## config.mk

```make
export PLATFORM = sky130hd
export DESIGN_NAME = pc_fetch_ctrl
export DESIGN_NICKNAME = d
export VERILOG_FILES = /design/src/rtl/fetch_pkg.sv /design/src/rtl/pc_fetch_ctrl.sv
export SDC_FILE = /design/constraint.sdc
export NUM_CORES = 1
export LEC_CHECK = 0
export ABC_AREA = 1
export CORE_MARGIN = 2
export CORE_UTILIZATION = 25
export DETAILED_ROUTE_END_ITERATION = 8
export DONT_BUFFER_PORTS = 1
export PLACE_DENSITY = 0.48
export SLEW_MARGIN = 20
export SYNTH_ARGS = -nofsm -noshare
export SYNTH_HDL_FRONTEND = slang
export SYNTH_SLANG_ARGS = --single-unit
export TNS_END_PERCENT = 100
```

## constraint.sdc

```tcl
create_clock -name clk -period 2.2 [get_ports clk]
set_input_delay 0.44 -clock clk [delete_from_list [all_inputs] [get_ports clk]]
set_output_delay 0.44 -clock clk [all_outputs]
set_load 0.05 [all_outputs]
```

## src/rtl/fetch_pkg.sv

```systemverilog
// Shared definitions for the instruction fetch controller: FSM states,
// the canonical NOP encoding and the default reset PC.
package fetch_pkg;

    typedef enum logic [2:0] {
        ST_IDLE    = 3'd0,
        ST_FETCH   = 3'd1,
        ST_WAIT    = 3'd2,
        ST_DELIVER = 3'd3,
        ST_TRAP    = 3'd4
    } fetch_state_e;

    // addi x0, x0, 0
    localparam logic [31:0] NOP_INSTR        = 32'h0000_0013;
    localparam logic [31:0] DEFAULT_RESET_PC = 32'h0000_0000;

    // A PC is legal only when it is word aligned.
    function automatic logic pc_aligned(input logic [31:0] pc);
        return (pc[1:0] == 2'b00);
    endfunction

endpackage

```

## src/rtl/pc_fetch_ctrl.sv

```systemverilog
// Program counter owner and instruction fetch sequencer for the single-cycle
// core. One request is outstanding at a time; the fetched word is held for
// decode until it retires, is redirected away, or a trap is taken.
module pc_fetch_ctrl
    import fetch_pkg::*;
#(
    parameter logic [31:0] RESET_PC = DEFAULT_RESET_PC
) (
    input  logic        clk,
    input  logic        rst,
    input  logic [31:0] NextoPC,
    output logic [31:0] fromPC,
    input  logic        redirect,
    input  logic [31:0] redirect_target,
    input  logic        stall,
    output logic        imem_req_valid,
    input  logic        imem_req_ready,
    output logic [31:0] imem_addr,
    input  logic        imem_rsp_valid,
    input  logic [31:0] imem_rsp_data,
    output logic [31:0] instr,
    output logic        instr_valid,
    output logic        misaligned,
    output logic [31:0] fetchCount
);

    fetch_state_e state_q, state_d;
    logic [31:0]  pc_q, pc_d;
    logic [31:0]  pend_q, pend_d;
    logic         flush_q, flush_d;
    logic [31:0]  instr_q, instr_d;
    logic [31:0]  count_q, count_d;
    logic [31:0]  flush_tgt;

    // Every output is a register or a decode of the state register, so the
    // memory request and the decode handshake never see combinational paths
    // from this cycle's inputs.
    assign fromPC         = pc_q;
    assign imem_addr      = pc_q;
    assign imem_req_valid = (state_q == ST_FETCH);
    assign instr_valid    = (state_q == ST_DELIVER);
    assign instr          = instr_q;
    assign misaligned     = (state_q == ST_TRAP);
    assign fetchCount     = count_q;

    // Next-state and datapath updates, defaults first.
    always_comb begin
        state_d   = state_q;
        pc_d      = pc_q;
        pend_d    = pend_q;
        flush_d   = flush_q;
        instr_d   = instr_q;
        count_d   = count_q;
        // A redirect arriving together with the response is the newest
        // target and wins over anything already pending.
        flush_tgt = redirect ? redirect_target : pend_q;

        unique case (state_q)
            ST_IDLE: begin
                state_d = ST_FETCH;
            end

            ST_FETCH: begin
                if (imem_req_ready) begin
                    // Request leaves with the old PC; a redirect now must
                    // squash the word that comes back.
                    state_d = ST_WAIT;
                    if (redirect) begin
                        pend_d  = redirect_target;
                        flush_d = 1'b1;
                    end
                end else if (redirect) begin
                    // Nothing issued yet, so simply retarget the request.
                    if (pc_aligned(redirect_target)) begin
                        pc_d = redirect_target;
                    end else begin
                        state_d = ST_TRAP;
                    end
                end
            end

            ST_WAIT: begin
                if (imem_rsp_valid) begin
                    if (flush_q || redirect) begin
                        flush_d = 1'b0;
                        if (pc_aligned(flush_tgt)) begin
                            pc_d    = flush_tgt;
                            state_d = ST_FETCH;
                        end else begin
                            state_d = ST_TRAP;
                        end
                    end else begin
                        instr_d = imem_rsp_data;
                        state_d = ST_DELIVER;
                    end
                end else if (redirect) begin
                    pend_d  = redirect_target;
                    flush_d = 1'b1;
                end
            end

            ST_DELIVER: begin
                // A misaligned target traps the branch instead of retiring
                // it, so the counter only advances on a legal PC load.
                if (redirect) begin
                    if (pc_aligned(redirect_target)) begin
                        pc_d    = redirect_target;
                        count_d = count_q + 32'd1;
                        state_d = ST_FETCH;
                    end else begin
                        state_d = ST_TRAP;
                    end
                end else if (!stall) begin
                    if (pc_aligned(NextoPC)) begin
                        pc_d    = NextoPC;
                        count_d = count_q + 32'd1;
                        state_d = ST_FETCH;
                    end else begin
                        state_d = ST_TRAP;
                    end
                end
            end

            ST_TRAP: begin
                state_d = ST_TRAP;
            end

            default: begin
                state_d = ST_IDLE;
            end
        endcase

        // The held word is only meaningful while it is being delivered.
        if (state_d != ST_DELIVER) begin
            instr_d = NOP_INSTR;
        end
        if (state_d == ST_TRAP) begin
            flush_d = 1'b0;
        end
    end

    // State registers with synchronous reset overriding everything.
    always_ff @(posedge clk) begin
        if (rst) begin
            state_q <= ST_IDLE;
            pc_q    <= RESET_PC;
            pend_q  <= '0;
            flush_q <= 1'b0;
            instr_q <= NOP_INSTR;
            count_q <= '0;
        end else begin
            state_q <= state_d;
            pc_q    <= pc_d;
            pend_q  <= pend_d;
            flush_q <= flush_d;
            instr_q <= instr_d;
            count_q <= count_d;
        end
    end

endmodule
```

==> impl_metrics.toml <==
[run_status]
status = "finished clean"

[clocking]
ctsHtreeMaxLevel = 4
cts_root_buffer = "clkbuf_16"
cts_tree = "built"
insertion_delay_ns = 0.43
post_cts_resized = 0
clk_pin_slew_ns = 0.06
cts_hold_buf = 0
cts_sinks = 132
cts_made_buffers = 17
clockBufferDepth = 2
cts_setup_buffers = 0

[drt]
drt-vias-per-instance = 4.48
drc = 0
drtIter0Drc = 380
vias = 7745
routed_wl_um = 24400
ant_nets = 0
wl_per_cell_um = 14.1
drt_first_pass_iters = 5

[pwr]
intPower_mw = 4.80
totalPowerFinal_mw = 7.96
leakage_nw = 3.82
p_seq_share_pct = 34.1
p_clk_share_pct = 36.0
powerDensity_mw_per_mm2 = 887
p_sw_mw = 3.16
power_frac_comb_pct = 29.8
switching_share_pct = 39.7
ir_drop_v = 0.000516

[synth]
ys_seq_elements = 132
yosysSeqAreaShare_pct = 34.2
synth.avg_cell_area_um2 = 5.89
synth_flop_cell = "dfxtp_1"
synthesis.nets = 1415
netlist_instances = 1312
synth.cell_area_mm2 = 0.00772
synth_edf_count = 0
ys_types = 29
synth_warnings = 0
async_reset_ff_share_pct = 0

[grt]
grt_antenna_before_repair = 0
grt_max_degree = 100
grt_pass1_vias = 7277
grt_pass1_wl_um = 39100
overflow = 0
grtUsageTotal_pct = 15.1

[final_layout]
fin_nets = 1421
drive_gt1_share_pct = 11.2
diodes = 0
fin_area_mm2 = 0.00897
area_growth_syn_to_layout_pct = 16.1
fin_util_pct = 29.4
fin_cells = 1727

[die]
die_x_um = 180
core_region_area_mm2 = 0.0305
num_rows = 64
fp.dieArea_mm2 = 0.0323
start_util_pct = 25.3
ioPinCount = 233
die_h_um = 180

[place]
placed_cells = 1695
post_dp_cell_area_mm2 = 0.00839
place_hpwl_um = 16700
portBuffers = 0
place_congestion = 0.782

[timing]
min_period_ns = 1.91
tns_ns = 0
tightest_slew_ns = 0.632
relSlewSlack_pct = 57.8
slew_violations = 0
skew_ns = 0.0134
hold_violations = 0
finalSetupViolations = 0
fmax_ghz = 0.524
timing.final.crit_share_pct = 86.7
rsz0062_at_grt = "false"

[setup_path]
slowest_delay_ns = 0.46
r2r-start = "state_q[1]$_SDFF_PP0_"
path_delay_family = "simple AND/OR/NAND/NOR gates"
path_depth = 9
rrSetupSlack_ns = 0.29
cp_max_fo = 29
critPathLaunchType = "flip-flop"
cp-endpoint = "instr[14]$_SDFFE_PP0P_"
cp_num_buf_inv = 2
reg2regPathDepth = 9
cp_data_arrival_time_ns = 2.27
cp_slowest_cell = "dfxtp_1"
worstSetupPathType = "reg2reg"
path_cells = "inv_2 -> nor2_2 -> nand2_1 -> nor2_1 -> nand2_2 -> nand3_1 -> nand2_1 -> buf_12 -> nor2_1"
reg2reg_to = "instr[14]$_SDFFE_PP0P_"
crit_path_start = "state_q[1]$_SDFF_PP0_"
endpoint_kind = "flip-flop"
cp.required_ns = 2.56

[hold_path]
hold_path_class = "in2reg"

[flow_run]
max-cap-violations = 0
-- logic make-up after synthesis --
logic type | count (synthesis) | synth area share (%)
simple gates | 751 | 39.1
buf+inv | 232 | 13.5
compound gates | 192 | 12.6
flops | 132 | 34.2
xor+xnor | 4 | 0.454
fa+ha+maj | 1 | 0.162
-- worst min-delay path by stage --
stage	startpoint	endpoint	slack, ns	cells after the start
2_1_floorplan	pend_q[10]$_SDFFE_PP0P_	pend_q[10]$_SDFFE_PP0P_	0.42	2
3_5_place_dp	fromPC[0]$_SDFFE_PP0P_	fromPC[0]$_SDFFE_PP0P_	0.43	2
3_3_place_gp	fromPC[0]$_SDFFE_PP0P_	fromPC[0]$_SDFFE_PP0P_	0.43	2
6_report	rst	fetchCount[27]$_SDFFE_PP0P_	0.08	1
4_1_cts	rst	fetchCount[8]$_SDFFE_PP0P_	0.05	1
5_1_grt	rst	fetchCount[29]$_SDFFE_PP0P_	0.05	1
-- cell usage in the layout (no fill, tap or decap) --
master | synthesis | routed
dfxtp_1 | 132 | 132
nand2_2 | 4 | 5
nor2_1 | 218 | 215
o211ai_1 | 1 | 1
o21ai_0 | 128 | 128
buf_4 | 32 | 82
clkinvlp_4 | 0 | 2
bufinv_16 | 0 | 1
clkinv_4 | 0 | 4
buf_12 | 0 | 4
nand3b_1 | 1 | 1
inv_8 | 0 | 1
clkbuf_8 | 0 | 1
a21oi_1 | 58 | 58
inv_2 | 6 | 6
and2_1 | 1 | 1
nor2_2 | 15 | 16
ha_1 | 1 | 1
nand3_1 | 92 | 92
clkinv_2 | 0 | 1
nor3_1 | 4 | 4
o21a_1 | 2 | 2
nor2_4 | 1 | 3
xnor2_1 | 1 | 1
a31oi_1 | 2 | 2
nand2_1 | 408 | 407
nand3_2 | 1 | 1
clkbuf_16 | 0 | 17
inv_6 | 0 | 5
inv_1 | 127 | 127
nand4_1 | 6 | 6
o21ai_1 | 1 | 1
xor2_1 | 3 | 3
-- worst reg2reg max path, stage by stage, from the launching register on --
cell and delay [ns]:
dfxtp_1 0.46, inv_2 0.06, nor2_2 0.14, nand2_1 0.09, nor2_1 0.16, nand2_2 0.23
nand3_1 0.29, nand2_1 0.14, buf_12 0.19, nor2_1 0.10
-- synth_stat cells (all sizes together) (2+ instances only) --
master / count / share of area, %
nand2: 412 / 20
nor2: 234 / 12
inv: 133 / 6.5
dfxtp: 132 / 34
o21ai: 129 / 8.4
nand3: 93 / 6.1
a21oi: 58 / 3.8
buf: 54 / 4.8
clkbuf: 45 / 2.2
nand4: 6 / 0.49
nor3: 4 / 0.26
xor2: 3 / 0.34
a31oi: 2 / 0.16
o21a: 2 / 0.19
-- sequential cells by signal, indices dropped and copies added, names as in the netlist --
name / count
fromPC: 32
pend_q: 32
instr: 32
flush_q: 1
fetchCount: 32
state_q: 3
-- cell type report --
type,count,area (µm²)
clock inverters,14,140
repair buffers,86,696
flip-flops and latches,132,2640
multi-input cells,948,4060
inverters,133,499
clock buffers,18,439
fillers,3405,21500
well taps,396,495
-- through the flow --
step,setup slack (ns),hold WS [ns]
after floorplan,0.214,0.424
after global placement,0.282,0.432
after detailed placement,0.257,0.435
after CTS,0.281,0.0500
after global routing,0.0953,0.0488
final,0.292,0.0756
-- per-layer routing --
layer  GRT usage [%]  share of wire (%)  vias to the layer above
met5               0                  0                        -
met4            4.65                1.3                        0
met3            4.44                6.8                       18
met2            24.4                 46                      223
met1            19.3                 46                     3435
li1                -                  -                     4069
-- power by group through the flow --
stage	logic [mW]	registers, mW	clock network [mW]
4_1_cts	2.40	2.72	3.00
5_1_grt	2.61	2.74	3.09
6_report	2.37	2.71	2.87
3_3_place_gp	2.37	2.77	0
2_1_floorplan	1.64	3.22	0
3_5_place_dp	2.39	2.77	0
(Power assumes the default switching activity.)
==> RTL edit 1, RTL diff (same settings) <==
Register the output `fetchCount` once more, without a reset; this adds one clock of latency there. The other outputs are not delayed to match.
--- a/src/rtl/pc_fetch_ctrl.sv
+++ b/src/rtl/pc_fetch_ctrl.sv
@@ -41,7 +41,9 @@
     assign instr_valid    = (state_q == ST_DELIVER);
     assign instr          = instr_q;
     assign misaligned     = (state_q == ST_TRAP);
-    assign fetchCount     = count_q;
+    always_ff @(posedge clk) begin
+        fetchCount <= count_q;
+    end
 
     // Next-state and datapath updates, defaults first.
     always_comb begin
Function: changed (a bounded check fails within 10 cycles, from zero or initial values and one cycle with rst high).
==> RTL edit 1 against the unedited design <==
  * Global-route usage rose by 0.38 points
  * Synthesized area up 6.8%
  * Hold slack gained 2.8 ps
  * Total power rose by 8.0%
  * Setup slack lost 22 ps
  * Clock skew fell by 4.2 ps
  * Synthesized cell count fell by 0.30%
  * Cell area is 4.3% higher
  * Final cell count up 0.75%
  * Routed wire length is 5.7% higher
  * Count of clock-buffer cells in the layout increased by 1
  * Sequential cell count rose by 32
  * Critical endpoint is now imem_req_valid
  * Largest cell class unchanged
  * Highest routed layer unchanged
==> RTL edit 1: results (changes against the unedited design) <==
sta:
  fin_hold_ws_ps: 78.4  # +2.83 ps
  postLayoutSetupSlackWorst_ps: 269  # -22.4 ps
  finalClockSkew_ps: 9.25  # -4.17 ps
  slew-limit-headroom_pct: 62.1  # +4.3 points
global_routing:
  grtUsageMet2_pct: 24.7  # +0.23 points
  largest_net_degree_at_the_start_of_global_routing: 96  # -4.0%
  grt_use_met1_pct: 19.8  # +0.50 points
  via_count_of_the_first_global_routing_pass: 7590  # +4.3%
  global_route.usage.total_pct: 15.5  # +0.38 points
  gr_met3_demand_resource_pct: 5.42  # +0.98 points
routing:
  first_iter_violations: 487  # +28%
  routed-via-count: 7882  # +1.8%
  detail_route.vias_per_cell: 4.53  # +1.0%
  post_route_wl_um: 25800  # +5.7%
  dr_wl_met3_um: 2060  # +24%
  detailroute.wirelength.met2_um: 11600  # +3.6%
  met1Wirelength_um: 11800  # +5.0%
placement:
  pre_cts_ws_ps: 220  # -36.3 ps
  cells_after_dpl: 1711  # +0.94%
  post-dp-hpwl_um: 17300  # +3.6%
  detailed_place.area_um2: 8780  # +4.7%
pwr:
  vdd.ir_drop.worst_mv: 0.519  # +0.63%
  pwr-share-comb_pct: 26.4  # -3.4 points
  seqPwrFrac_pct: 38.5  # +4.4 points
  static_leakage_power_nw: 3.77  # -1.3%
  total_combinational_power_w: 0.00227  # -4%
  power.share.switching_pct: 35.2  # -4.5 points
setup_path:
  startpoint_of_the_most_critical_setup_path: "state_q[0]$_SDFF_PP0_"
  r2r_start: "count_q[1]$_SDFFE_PP0P_"
  critPathTopFamily: "flip-flops"
  reg2reg_depth: 12  # +3
  worst_r2r_endpoint: "count_q[24]$_SDFFE_PP0P_"
  crit_path_end: "imem_req_valid"
  slowest_delay_ps: 410  # -50 ps
  crit_path_max_fanout: 4  # -86%
  timing.critical_path.arrival_ps: 1490  # -780 ps
yosys:
  ys_seq_area_share_pct: 39.8  # +5.6 points
  ys_types: 32  # +10%
  yosys.area_share.adder_pct: 0.152  # -0.010 points
  synth_xor_area_share_pct: 0.319  # -0.13 points
  synth_compound_area_share_pct: 11.7  # -0.90 points
  synthesis.instances: 1308  # -0.30%
cells_and_area:
  drive_above_1_share_pct: 9.01  # -2.2 points
  nNetsFinal: 1391  # -2.1%
min_path:
  hold-path-endpoint: "fromPC[11]$_SDFFE_PP0P_"
run_status:
  outcome: "completed"
RTL edit 1: cell types whose count changed after synthesis, moves of 2 or more:
cell / delta
sky130_fd_sc_hd__a21oi_1: +27
sky130_fd_sc_hd__buf_2: +4
sky130_fd_sc_hd__dfxtp_1: +32
sky130_fd_sc_hd__inv_1: -34
sky130_fd_sc_hd__nand2_1: +59
sky130_fd_sc_hd__nand2_2: -2
sky130_fd_sc_hd__nand3_1: -12
sky130_fd_sc_hd__nand3b_1: +10
sky130_fd_sc_hd__nor2_1: -61
sky130_fd_sc_hd__nor3_1: +2
sky130_fd_sc_hd__o21ai_0: -31
sky130_fd_sc_hd__o21ai_1: +2
sky130_fd_sc_hd__xnor2_1: +2
sky130_fd_sc_hd__xor2_1: -3
RTL edit 1: cell type report:
type	count	area, um2
Multi-Input combinational cell	944	4070
Clock buffer	19	433
Tap cell	442	553
Clock inverter	10	136
Inverter	100	375
Timing Repair Buffer	61	508
Fill cell	3652	23200
Sequential cell	164	3280
==> RTL edit 2, RTL diff (same settings) <==
Made on the original files. The 5 states of `fetch_state_e` get a one-hot encoding in 5 bits.
--- a/src/rtl/fetch_pkg.sv
+++ b/src/rtl/fetch_pkg.sv
@@ -2,12 +2,12 @@
 // the canonical NOP encoding and the default reset PC.
 package fetch_pkg;
 
-    typedef enum logic [2:0] {
-        ST_IDLE    = 3'd0,
-        ST_FETCH   = 3'd1,
-        ST_WAIT    = 3'd2,
-        ST_DELIVER = 3'd3,
-        ST_TRAP    = 3'd4
+    typedef enum logic [4:0] {
+        ST_IDLE    = 5'b00001,
+        ST_FETCH   = 5'b00010,
+        ST_WAIT    = 5'b00100,
+        ST_DELIVER = 5'b01000,
+        ST_TRAP    = 5'b10000
     } fetch_state_e;
 
     // addi x0, x0, 0
Behaviour: same outputs for any inputs over 4 cycles, from zero or initial values and one cycle with rst high; so few cycles prove little.
==> RTL edit 2 against the unedited design <==
  * Maximum frequency is 6.8% lower
  * Sequential cell count is 2 higher
  * Synthesized area is 4.8% lower
  * Largest cell class unchanged
  * Synthesized cell count is 11% lower
  * Setup slack worse by 140 ps
  * Routed wire length is 4.7% lower
  * Cell area is 4.1% lower
  * Critical endpoint is now fromPC[2]$_SDFFE_PP0P_
  * Highest routed layer unchanged
Power is not compared: it rests on default switching activity, and its combinational part moved more than twofold at a synthesized area within 25%.
==> RTL edit 2: results (changes against the unedited design) <==
global_routing:
  via_count_of_the_first_global_routing_pass: 6651  # -8.6%
  global_route.usage.total_pct: 15.1  # -0.031 points
  wire_length_of_the_first_global_routing_pass_um: 36500  # -6.8%
  largest_net_degree_at_the_start_of_global_routing: 69  # -31%
sta:
  fmax_ghz: 0.488  # -6.8%
  fin_hold_ws_ps: 87.0  # +11.3 ps
  slew-limit-headroom_pct: 39.8  # -18 points
  finalClockSkew_ps: 11.1  # -2.31 ps
cells_and_area:
  drive_above_1_share_pct: 12.4  # +1.2 points
  antenna_cells: 0  # unchanged
  fill_cells: 3278  # -3.7%
routing:
  detail_route.vias_per_cell: 4.52  # +0.72%
  routed-via-count: 7141  # -7.8%
  first_iter_violations: 363  # -4.5%
  wl_per_cell_um: 14.7  # +4.1%
run_status:
  outcome: "completed"
yosys:
  synth_xor_area_share_pct: 0.477  # +0.023 points
  yosys.area_share.adder_pct: 0.170  # +0.0082 points
  ys_types: 34  # +17%
  ys_seq_area_share_pct: 36.5  # +2.3 points
  synthesis.instances: 1169  # -11%
  mappedNetlistNets: 1272  # -10%
  synth_common_cells: "sky130_fd_sc_hd__nand2_1 (424), sky130_fd_sc_hd__nor2_1 (153), sky130_fd_sc_hd__dfxtp_1 (134)"
  yosys-top-cells-area: "sky130_fd_sc_hd__dfxtp_1 (36%), sky130_fd_sc_hd__nand2_1 (22%), sky130_fd_sc_hd__nor2_1 (7.8%)"
  synth_compound_area_share_pct: 14.1  # +1.5 points
setup_path:
  crit_path_end: "fromPC[2]$_SDFFE_PP0P_"
  crit_path_max_fanout: 16  # -45%
  timing.critical_path.arrival_ps: 2400  # +130 ps
placement:
  post-dp-hpwl_um: 16300  # -2.2%
  cells_after_dpl: 1549  # -8.6%
  gp_routability_congestion: 0.783  # about the same
  detailed_place.area_um2: 8040  # -4.2%
  pre_cts_ws_ps: 153  # -103 ps
min_path:
  worst_hold_path.num_cells: 1  # unchanged
  hold-path-endpoint: "fetchCount[28]$_SDFFE_PP0P_"
  hp-class: "in -> reg"
clocking:
  ctsLongestPathBuffers: 2  # unchanged
  cts_root_buf: "sky130_fd_sc_hd__clkbuf_16"
pwr:
  vdd.ir_drop.worst_mv: 0.480
RTL edit 2: cell types whose count changed in the layout (fill, tap and decap cells not counted), moves of 14 or more:
cell / change
sky130_fd_sc_hd__a31oi_1: +17
sky130_fd_sc_hd__a21oi_1: +39
sky130_fd_sc_hd__inv_1: -55
sky130_fd_sc_hd__o21ai_0: -76
sky130_fd_sc_hd__nand3_1: -49
sky130_fd_sc_hd__a22oi_1: +14
sky130_fd_sc_hd__nor2_1: -63
sky130_fd_sc_hd__nand2_1: +17
RTL edit 2: critical path, cell delays in order (launching register included):
cell and delay (ps):
sky130_fd_sc_hd__dfxtp_1 460, sky130_fd_sc_hd__nor2_4 90, sky130_fd_sc_hd__nand2_4 140, sky130_fd_sc_hd__nor2_8 70, sky130_fd_sc_hd__nor2_2 710, sky130_fd_sc_hd__buf_12 240, sky130_fd_sc_hd__nand2_1 60, sky130_fd_sc_hd__nand2_1 60
sky130_fd_sc_hd__nor2_1 40, sky130_fd_sc_hd__nor2_1 100
RTL edit 2: routing by layer:
layer / GRT usage [%] / part of all wire [%] / up-vias
li1: - / - / 3725
met1: 19.1 / 46 / 3214
met2: 24.2 / 46 / 183
met3: 5.19 / 7.4 / 19
met4: 4.24 / 1.4 / 0
met5: 0 / 0 / -
RTL edit 2: area by class of cell:
type / count / area (um2) / area share, %
tap: 384 / 480 / 5.58
timing repair buffer: 86 / 708 / 8.23
multi-input combinational: 865 / 3870 / 45.0
sequential: 134 / 2680 / 31.2
inverter: 80 / 300 / 3.49
clock inverter: 9 / 75.1 / 0.872
clock buffer: 23 / 488 / 5.67
RTL edit 2: report_power, final:
group / leakage, nW / switching, W / internal [W]
clock: 0.279 / 0.00113 / 0.00166
combinational: 2.33 / 0.000801 / 0.000264
sequential: 1.08 / 0.0000406 / 0.00251
